`src/rtl/cordic_rr_scheduler.sv`:
```
`default_nettype none
// +--------------------------------------------------------------------------+
// | cordic_rr_scheduler: round-robin sharing of one iterative CORDIC core     |
// | among N_REQ QR-array PEs. Optional stats: define CORDIC_SCHED_STATS_EN.   |
// | Revision: 1.0                                                              |
// +--------------------------------------------------------------------------+
module cordic_rr_scheduler #(
  parameter int N_REQ = 4,
  parameter int ITER  = 12,
  parameter int IDX_W = 2,
  parameter int CNT_W = 4
) (
  input  logic             clk,
  input  logic             rst_n,
  input  logic             clr_i,
  input  logic [N_REQ-1:0] req_i,
  input  logic [N_REQ-1:0] mode_i,
  output logic [N_REQ-1:0] grant_o,
  output logic             busy_o,
  output logic             core_start_o,
  output logic             core_mode_o,
  output logic [IDX_W-1:0] core_sel_o,
  output logic [CNT_W-1:0] iter_idx_o,
  output logic             core_last_o,
  output logic [N_REQ-1:0] done_o
`ifdef CORDIC_SCHED_STATS_EN
  ,
  output logic [15:0]      ops_cnt_o,
  output logic [15:0]      busy_cnt_o,
  output logic [15:0]      wait_cnt_o
`endif
);

  typedef enum logic [2:0] {
    S_IDLE = 3'b001,
    S_RUN  = 3'b010,
    S_DONE = 3'b100
  } state_t;

  localparam logic [CNT_W-1:0] LAST_IDX = CNT_W'(ITER - 1);
  localparam logic [CNT_W-1:0] PENULT   = CNT_W'(ITER - 2);
  localparam logic [IDX_W-1:0] MAX_SEL  = IDX_W'(N_REQ - 1);

  state_t           state_q, state_d;
  logic [IDX_W-1:0] ptr_q, ptr_d;
  logic [IDX_W-1:0] sel_q, sel_d;
  logic [N_REQ-1:0] grant_q, grant_d;
  logic [N_REQ-1:0] done_q, done_d;
  logic [CNT_W-1:0] iter_q, iter_d;
  logic             mode_q, mode_d;
  logic             start_q, start_d;
  logic             last_q, last_d;
  logic             busy_q, busy_d;

  logic [N_REQ-1:0] hi_mask;
  logic [N_REQ-1:0] req_hi;
  logic [N_REQ-1:0] arb_grant;
  logic [IDX_W-1:0] arb_sel;
  logic             arb_mode;
  logic             arb_hit;

  // Circular search: lowest request at or above ptr wins, else lowest overall.
  always_comb begin
    hi_mask = '0;
    for (int i = 0; i < N_REQ; i++) begin
      hi_mask[i] = (IDX_W'(i) >= ptr_q);
    end
    req_hi    = req_i & hi_mask;
    arb_hit   = |req_i;
    arb_grant = '0;
    arb_sel   = '0;
    arb_mode  = 1'b0;
    for (int i = N_REQ - 1; i >= 0; i--) begin
      if (req_i[i]) begin
        arb_grant    = '0;
        arb_grant[i] = 1'b1;
        arb_sel      = IDX_W'(i);
        arb_mode     = mode_i[i];
      end
    end
    for (int i = N_REQ - 1; i >= 0; i--) begin
      if (req_hi[i]) begin
        arb_grant    = '0;
        arb_grant[i] = 1'b1;
        arb_sel      = IDX_W'(i);
        arb_mode     = mode_i[i];
      end
    end
  end

  always_comb begin
    state_d = state_q;
    ptr_d   = ptr_q;
    sel_d   = sel_q;
    grant_d = grant_q;
    mode_d  = mode_q;
    iter_d  = '0;
    start_d = 1'b0;
    last_d  = 1'b0;
    done_d  = '0;
    if (clr_i) begin
      state_d = S_IDLE;
      ptr_d   = '0;
      sel_d   = '0;
      grant_d = '0;
      mode_d  = 1'b0;
    end else begin
      unique case (state_q)
        S_IDLE: begin
          if (arb_hit) begin
            state_d = S_RUN;
            sel_d   = arb_sel;
            grant_d = arb_grant;
            mode_d  = arb_mode;
            start_d = 1'b1;
          end
        end
        S_RUN: begin
          if (iter_q == LAST_IDX) begin
            state_d = S_DONE;
            done_d  = grant_q;
          end else begin
            iter_d = iter_q + 1'b1;
            last_d = (iter_q == PENULT);
          end
        end
        S_DONE: begin
          state_d = S_IDLE;
          grant_d = '0;
          sel_d   = '0;
          mode_d  = 1'b0;
          ptr_d   = (sel_q == MAX_SEL) ? '0 : sel_q + 1'b1;
        end
        default: begin
          state_d = S_IDLE;
          grant_d = '0;
          sel_d   = '0;
          mode_d  = 1'b0;
        end
      endcase
    end
    busy_d = (state_d != S_IDLE);
  end

  always_ff @(posedge clk or negedge rst_n) begin
    if (!rst_n) begin
      state_q <= S_IDLE;
      ptr_q   <= '0;
      sel_q   <= '0;
      grant_q <= '0;
      mode_q  <= 1'b0;
      iter_q  <= '0;
      start_q <= 1'b0;
      last_q  <= 1'b0;
      done_q  <= '0;
      busy_q  <= 1'b0;
    end else begin
      state_q <= state_d;
      ptr_q   <= ptr_d;
      sel_q   <= sel_d;
      grant_q <= grant_d;
      mode_q  <= mode_d;
      iter_q  <= iter_d;
      start_q <= start_d;
      last_q  <= last_d;
      done_q  <= done_d;
      busy_q  <= busy_d;
    end
  end

  // A clear landing on the DONE cycle suppresses the already-registered pulse.
  assign done_o       = done_q & {N_REQ{~clr_i}};
  assign grant_o      = grant_q;
  assign busy_o       = busy_q;
  assign core_start_o = start_q;
  assign core_mode_o  = mode_q;
  assign core_sel_o   = sel_q;
  assign iter_idx_o   = iter_q;
  assign core_last_o  = last_q;

`ifdef CORDIC_SCHED_STATS_EN
  logic [15:0] ops_cnt_q, busy_cnt_q, wait_cnt_q;

  always_ff @(posedge clk or negedge rst_n) begin
    if (!rst_n) begin
      ops_cnt_q  <= '0;
      busy_cnt_q <= '0;
      wait_cnt_q <= '0;
    end else if (clr_i) begin
      ops_cnt_q  <= '0;
      busy_cnt_q <= '0;
      wait_cnt_q <= '0;
    end else begin
      if ((|done_o) && (ops_cnt_q != 16'hFFFF))
        ops_cnt_q <= ops_cnt_q + 16'd1;
      if (busy_q && (busy_cnt_q != 16'hFFFF))
        busy_cnt_q <= busy_cnt_q + 16'd1;
      if ((|(req_i & ~grant_q)) && (wait_cnt_q != 16'hFFFF))
        wait_cnt_q <= wait_cnt_q + 16'd1;
    end
  end

  assign ops_cnt_o  = ops_cnt_q;
  assign busy_cnt_o = busy_cnt_q;
  assign wait_cnt_o = wait_cnt_q;
`endif

endmodule
`default_nettype wire
```
`config.mk`:
```
export PLATFORM = sky130hd
export DESIGN_NAME = cordic_rr_scheduler
export DESIGN_NICKNAME = d
export VERILOG_FILES = /design/src/rtl/cordic_rr_scheduler.sv
export SDC_FILE = /design/constraint.sdc
export NUM_CORES = 1
export LEC_CHECK = 0
export CAP_MARGIN = 20
export CELL_PAD_IN_SITES_DETAIL_PLACEMENT = 0
export CELL_PAD_IN_SITES_GLOBAL_PLACEMENT = 1
export CORE_ASPECT_RATIO = 0.5
export CORE_MARGIN = 4
export CORE_UTILIZATION = 36
export CTS_CLUSTER_DIAMETER = 150
export DETAILED_ROUTE_END_ITERATION = 6
export PLACE_DENSITY_LB_ADDON = 0.1
export SYNTH_ARGS = -nofsm -noshare
export SYNTH_HDL_FRONTEND = slang
export SYNTH_SLANG_ARGS = --single-unit
```
`constraint.sdc`:
```
create_clock -name clk -period 1.8 [get_ports clk]
set_input_delay 0.36 -clock clk [delete_from_list [all_inputs] [get_ports clk]]
set_output_delay 0.36 -clock clk [all_outputs]
set_load 0.05 [all_outputs]
```
# After elaboration in Yosys (flattened, before gate mapping)
# Cells that the tools add are included.
[word_totals] reg_bits=23 inputBits=11 output_inout_bits=18 elab_cells=83
[classes] addsub=2 order_cmp=4 eq_ne=9 mux=52 bitwise=3 n_reduce_logical=3
[op_table] operator="$mux W4" n=16
[op_table] operator="$mux W2" n=13
[op_table] operator="$mux W1" n=16
[op_table] operator="$mux W3" n=3
[op_table] operator="$and A4 B4 Y4" n=2
[op_table] operator="$eq A4 B4 Y1 const B" n=2
[op_table] operator="$pmux W4 S2" n=1
[op_table] operator="$pmux W3 S2" n=1
[op_table] operator="$add A4 B1 Y4 const B" n=1
[op_table] operator="$ge A1 B2 Y1 const A" n=2
[op_table] operator="$ge A2 B2 Y1 const A" n=2
[op_table] operator="$pmux W2 S2" n=1
[op_table] operator="$reduce_or A4 Y1" n=1
[op_table] operator="$eq A3 B1 Y1 const B" n=1
[op_table] operator="$eq A3 B2 Y1 const B" n=1
[op_table] operator="$eq A3 B3 Y1 const B" n=1
[op_table] operator="$ne A3 B1 Y1 const B" n=1
[op_table] operator="$ne A3 B3 Y1 const B" n=1
[op_table] operator="$add A2 B1 Y2 const B" n=1
[op_table] operator="$eq A2 B2 Y1 const B" n=1
[op_table] operator="$ne A2 B2 Y1 const B" n=1
[op_table] operator="$pmux W1 S2" n=1
[op_table] operator="$reduce_and A2 Y1" n=1
[op_table] operator="$reduce_bool A2 Y1" n=1
[op_table] operator="$not A1 Y1" n=1

# Longest topological paths before layout
# Gate-level depths: netlist of the first run.
[depth] depth_word=11 mapped_depth=5 depth_no_buf=4

# Worst setup path before layout of the first run
# OpenSTA, ideal clock, no wires.
[synth_path] path_type="input to register" startpoint="input req_i[0]" endpoint="register grant_q[1], in the netlist grant_o[1]" setup_time_ps=92 t_arrival_ps=1462 t_required_ps=1708 path_slack_ps=246 cell_stages=5 n_path_buf=1 path_cell_list="buf_2 > or4_4 > o21ai_2 > nand2_1 > o31ai_2"
[synth_via] elab_chain_len=8 elab_cells_between_ends=12 cone_classes="1 x eq/ne; 8 x mux; 1 x bitwise; 2 x reduce/logical"
[synth_lines] element="from (decl)" line="16" rtl="input logic [N_REQ-1:0] req_i,"
[synth_lines] element="$mux W4" line="74" rtl="if (req_i[i]) begin"
[synth_lines] element="$mux W4 (4 in a row)" line="82" rtl="if (req_hi[i]) begin"
[synth_lines] element="$mux W4" line="110" rtl="if (arb_hit) begin"
[synth_lines] element="$pmux W4 S2" line="108" rtl="unique case (state_q)"
[synth_lines] element="$mux W4" line="101" rtl="if (clr_i) begin"
[synth_lines] element="to (signal assigned)" line="161" rtl="grant_q <= grant_d;"
[synth_lines] element="to (decl)" line="47" rtl="logic [N_REQ-1:0] grant_q, grant_d;"
# Several ways; a longest one is shown, not always the timed one. The select of a mux whose other input is x is not followed.
# A chain may end at the register's enable or synchronous reset.

# Final worst setup path of the first run
[layout_path] startpoint="input req_i[0]" endpoint="register mode_q, in the netlist core_mode_o"
[layout_via] elab_chain_len=8 elab_cells_between_ends=12 cone_classes="1 x eq/ne; 8 x mux; 1 x bitwise; 2 x reduce/logical"
[layout_lines] element="$mux W1" line="74"
[layout_lines] element="$mux W1 (4 in a row)" line="82"
[layout_lines] element="$mux W1" line="110"
[layout_lines] element="$pmux W1 S2" line="108"
[layout_lines] element="$mux W1" line="101"
[layout_lines] element="to (signal assigned)" line="162" rtl="mode_q <= mode_d;"
[layout_lines] element="to (decl)" line="50" rtl="logic mode_q, mode_d;"
# Several ways; a longest one is shown, not always the timed one. The select of a mux whose other input is x is not followed.

==> impl_metrics.ini, run 1 <==
[flow_run]
max-cap-violations = 0

[synth]
synth_area_sq_um = 1160
avgSynthCellArea_sq_um = 10.1
yosys-top-cells-area = dfrtp_1 (48%), nand2_1 (3.9%), nor2_1 (3.6%)
yosys_register_bits = 23
synth_edf_count = 0
yosysTopAreaCellShare_pct = 47.5
yosys_warnings = 0
synthCells = 115
synth_cell_types = 37
syn-num-nets = 129
async_flop_share_pct = 100
synth_top_flop_cell = dfrtp_1
ys_seq_area_share_pct = 49.8
synth_top_area_cell = dfrtp_1

[sta]
fin_worst_skew_ns = 0.00455
drv_slew = 0
setup_viol = 0
tightest_slew_ns = 0.432
rsz0062_at_grt = false
fin_crit_sh_pct = 92.0
max_freq_mhz = 604
tns_ns = 0
relSlewSlack_pct = 71.2
hold_viol = 0
fin_crit_ns = 1.66

[detailed_routing]
vias_per_cell = 4.79
post-route-drc-count = 0
first_iter_violations = 13
vias = 935
ant_nets = 0
wl_per_cell_um = 12.9
dr.pass1.iters = 4
routed_wl_mm = 2.51

[grt]
antenna_found_initial = 0
grt_pass1_vias = 859
grt_pass1_wl_mm = 4.17
grt_max_degree = 24
gr-total-overflow = 0
grt_usage_pct = 13.2

[pwr]
p_comb_share_pct = 21.9
finalPower_uw = 1130
p_per_area_nw_per_um2 = 704
max-vdd-ir-drop_uv = 519
p_sw_uw = 330
p_seq_share_pct = 49.9
internal_power_uw = 804
p_leak_uw = 0.000745
p_clk_share_pct = 28.2
p_sw_share_pct = 29.1

[floorplan]
core_area_sq_um = 3050
die_y_um = 48.1
ios = 29
die-area_sq_um = 4250
start_util_pct = 38.0
row_count = 14
die_width_um = 88.2

[cells_and_area]
num-fill-cells = 295
area_growth_pct = 39.1
layout_common_cells = buf_4 (26), dfrtp_1 (22), nand2_1 (12), nor2_1 (11), clkdlybuf4s50_1 (9)
final_common_cell = buf_4
drive_gt1_share_pct = 27.1
regArea_sq_um = 577
multi_input_area_sq_um = 539
fin_nets = 170
stdcell_area_sq_um = 1610
diodes = 0

[clocking]
insertion_delay_ns = 0.26
clockBufferDepth = 2
ctsHoldBuffers = 0
path_clk_slew_ns = 0.08
numCtsBuffers = 3
ctsRootBufferMaster = clkbuf_8
cts_setup_buffers = 0
numClockSinks = 23
cts_max_level = 1
cts_tree = done

[critical_path]
worstSetupStartpointType = primary input
critPathKind = primary input to flip-flop
worstSetupEndpointType = flip-flop
critPathRequiredTime_ns = 1.98
arrival_ns = 1.84
critPathMaxFanout = 7

[worst_hold_path]
worstHoldPathType = primary input to asynchronous set/reset pin

[placed_design]
place_hpwl_mm = 1.99
gp_congestion = 0.723
portBuffers = 28
placed_area_sq_um = 1560

[run_status]
run_status = complete, no violations
## metrics by stage
step           cells  hold slack, ns  setup WS [ns]  util, %
2_1_floorplan    115          0.0644          0.246        -
3_3_place_gp     191           0.489         -0.180     51.3
3_5_place_dp     191           0.493         -0.201     51.3
4_1_cts          195           0.457         0.0369     52.8
5_1_grt          195           0.452         0.0578     52.9
6_report         195           0.441          0.143     52.9
## Yosys cell counts, types with 2 or more instances
cell / number
a21oi_1: 7
a32o_1: 2
and2_1: 4
and2b_1: 2
buf_2: 4
dfrtp_1: 22
ha_1: 3
inv_1: 6
nand2_1: 12
nand2b_1: 2
nor2_1: 11
nor2b_1: 6
nor3_1: 2
o21ai_0: 4
o21ai_1: 5
o31ai_2: 2
## sequential cells by signal, indices dropped and copies added (netlist names)
name and count:
busy_o 1, core_last_o 1, core_mode_o 1, core_sel_o 2, core_start_o 1, done_q 4
grant_o 4, iter_idx_o 4, ptr_q 2, state_q 3
## kinds of logic (layout without fill, tap and decap cells)
kind of cell | after synthesis | in the layout | synth area share, %
AOI/OAI and AO/OA | 28 | 28 | 16.1
xor gates and xnor gates | 2 | 2 | 1.51
adders and majority gates | 3 | 3 | 3.24
buffers and inverters | 10 | 50 | 3.67
DFF | 23 | 23 | 49.8
and+or+nand+nor | 49 | 49 | 25.7
## critical path, stage by stage
cell	delay [ns]
clkdlybuf4s50_1	0.42
or4_4	0.56
o21ai_2	0.31
a32oi_1	0.11
o31ai_2	0.07
## power groups by stage
stage / Combinational, uW / Sequential [uW] / Clock [uW]
6_report: 248 / 566 / 320
5_1_grt: 269 / 571 / 359
4_1_cts: 252 / 567 / 328
3_5_place_dp: 252 / 577 / 0
3_3_place_gp: 250 / 576 / 0
2_1_floorplan: 86.4 / 636 / 0
## layout make-up
class | count | area share [%]
clock buffers | 4 | 2.80
multi-input cells | 82 | 33.5
well taps | 40 | 3.11
repair buffers | 40 | 23.4
flip-flops and latches | 23 | 35.8
inverters | 6 | 1.40
## routing by layer
metal	vias to the layer above	part of all wire [%]	track usage (%)
met3	2	5.9	3.54
met4	0	0.76	2.71
met5	-	0	0
met1	428	50	18.4
li1	480	-	-
met2	25	43	21.2
## repair_timing
item	4_1_cts	5_1_grt
hold endpoints to repair	0	0
setup endpoints to repair	0	4
resized for setup	0	1
## final timing paths
check | from | endpoint | slack [ns] | depth (start not counted)
worst min register to register | state_q[2] | busy_o | 0.50 | 1
min in group clk | clr_i | ptr_q[0] | 0.44 | 3
worst min-delay path | rst_n | state_q[1] | 0.44 | 2
worst max-delay path | req_i[0] | core_mode_o | 0.14 | 5
max in group asynchronous | rst_n | state_q[0] | 1.08 | 2
worst max register to register | state_q[0] | core_mode_o | 0.16 | 4
Power figures use the tool's default switching activity.
==> inputs of run 2 (changes only) <==
--- a/config.mk
+++ b/config.mk
@@ -9,5 +9,5 @@
 export CELL_PAD_IN_SITES_DETAIL_PLACEMENT = 0
 export CELL_PAD_IN_SITES_GLOBAL_PLACEMENT = 1
-export CORE_ASPECT_RATIO = 0.5
+export CORE_ASPECT_RATIO = 1.1
 export CORE_MARGIN = 4
 export CORE_UTILIZATION = 36
==> constraint.sdc (replaced) <==
create_clock -name clk -period 1.8 [get_ports clk]
set_input_delay 0.18 -clock clk [delete_from_list [all_inputs] [get_ports clk]]
set_output_delay 0.18 -clock clk [all_outputs]
set_load 0.05 [all_outputs]
==> impl_metrics.ini, run 2 (synthesis results as in run 1) <==
[cells_and_area]
drive_gt1_share_pct = 16.0
area_growth_pct = 36.4
layout_common_cells = dfrtp_1 (22), clkdlybuf4s50_1 (22), nand2_1 (12), nor2_1 (11), buf_4 (8)
diodes = 0
instances_no_fill = 184
fin_nets = 165
postLayoutCoreUtil_pct = 51.4

[clocking]
path_clk_slew_ns = 0.12
numCtsBuffers = 3
clockBufferDepth = 2
insertion_delay_ns = 0.30
cts_tree = done
cts_max_level = 1
numClockSinks = 23
ctsRootBufferMaster = clkbuf_4
ctsHoldBuffers = 0

[grt]
grt_usage_pct = 13.5
grt_max_degree = 17
gr-total-overflow = 0
antenna_found_initial = 0
grt_pass1_vias = 930
grt_pass1_wl_mm = 4.27

[critical_path]
critPathRequiredTime_ns = 1.62
critPathKind = flip-flop to primary output
cpMaxStageDelayCell = clkdlybuf4s50_1
cp_slowest_stage_delay_ns = 0.82
worstSetupStartpointType = flip-flop
critPathMaxFanout = 4
crit_family = buffers and inverters
worstSetupEndpointType = primary output
rrSetupSlack_ns = 0.14
arrival_ns = 1.55
path_cells = clkdlybuf4s50_1
cp_num_buf_inv = 1

[flow_run]
max-cap-violations = 0

[floorplan]
die-area_sq_um = 4190
start_util_pct = 37.7
core_area_sq_um = 3070
die_width_um = 62.1
row_count = 21
die_y_um = 67.5
ios = 29

[detailed_routing]
wl_per_cell_um = 13.0
vias = 938
dr.pass1.iters = 4
ant_nets = 0
post-route-drc-count = 0
vias_per_cell = 5.10
first_iter_violations = 37
routed_wl_mm = 2.40

[sta]
hold_viol = 0
fin_crit_ns = 1.73
fin_crit_sh_pct = 96.0
max_freq_mhz = 579
tightest_slew_ns = 0.505
relSlewSlack_pct = 66.3
setup_viol = 0
tns_ns = 0
setup_ws_ns = 0.0714
rsz0062_at_grt = false
fin_worst_skew_ns = 0.00677
drv_slew = 0
holdWs_ns = 0.133

[pwr]
p_leak_uw = 0.000697
max-vdd-ir-drop_uv = 372
p_per_area_nw_per_um2 = 658

[placed_design]
gp_congestion = 0.803
dp_slack_ns = -0.0330
place_hpwl_mm = 2.00
portBuffers = 28
placedCellCount = 180

[worst_hold_path]
worstHoldPathType = primary input to asynchronous set/reset pin

[run_status]
run_status = complete, no violations
run 2: cell count changes in the layout (fill, tap and decap cells not counted), sizes merged:
cell / delta
clkdlybuf4s50: +13
buf: -18
run 2: layout make-up:
class / instances / area [sq um]
Clock buffer: 4 / 26.3
Fill cell: 292 / 1490
Inverter: 6 / 22.5
Multi-Input combinational cell: 82 / 539
Sequential cell: 23 / 577
Tap cell: 34 / 42.5
Timing Repair Buffer: 35 / 373
run 2: path summary, 6_finish.rpt:
check / from / endpoint / cells past startpoint
max in group asynchronous: rst_n / done_q[0] / 2
hold reg to reg: state_q[2] / busy_o / 1
setup / recovery: iter_idx_o[1] / iter_idx_o[1] / 1
setup reg to reg: state_q[0] / core_mode_o / 4
hold / removal: rst_n / busy_o / 1
min in group clk: state_q[2] / busy_o / 1
run 2: metal layers:
layer / wire, um / share of wire (%) / track usage [%]
met1: 1010 / 42 / 17.0
met2: 1240 / 52 / 23.3
met3: 138 / 5.8 / 2.10
met4: 16 / 0.67 / 3.98
met5: 0 / 0 / 0
run 2: per-stage QoR:
| step | instance area [sq um] | power, uW |
|---|---|---|
| global placement | 1550 | 821 |
| global route | 1580 | 1090 |
| finish | 1580 | 1040 |
| CTS | 1580 | 1060 |
| detailed placement | 1550 | 823 |
| floorplan | 1160 | 722 |
run 2: repair_timing:
item | in CTS | in global routing
hold endpoints to repair | 0 | 0
resized for setup | 0 | 1
setup endpoints to repair | 0 | 1
setup buffers | 0 | 0
run 2: power breakdown:
| part | internal, uW | switching, uW | leakage, uW |
|---|---|---|---|
| Combinational | 98.2 | 144 | 0.000370 |
| Sequential | 545 | 21.6 | 0.000312 |
| Clock | 86.3 | 145 | 0.0000150 |
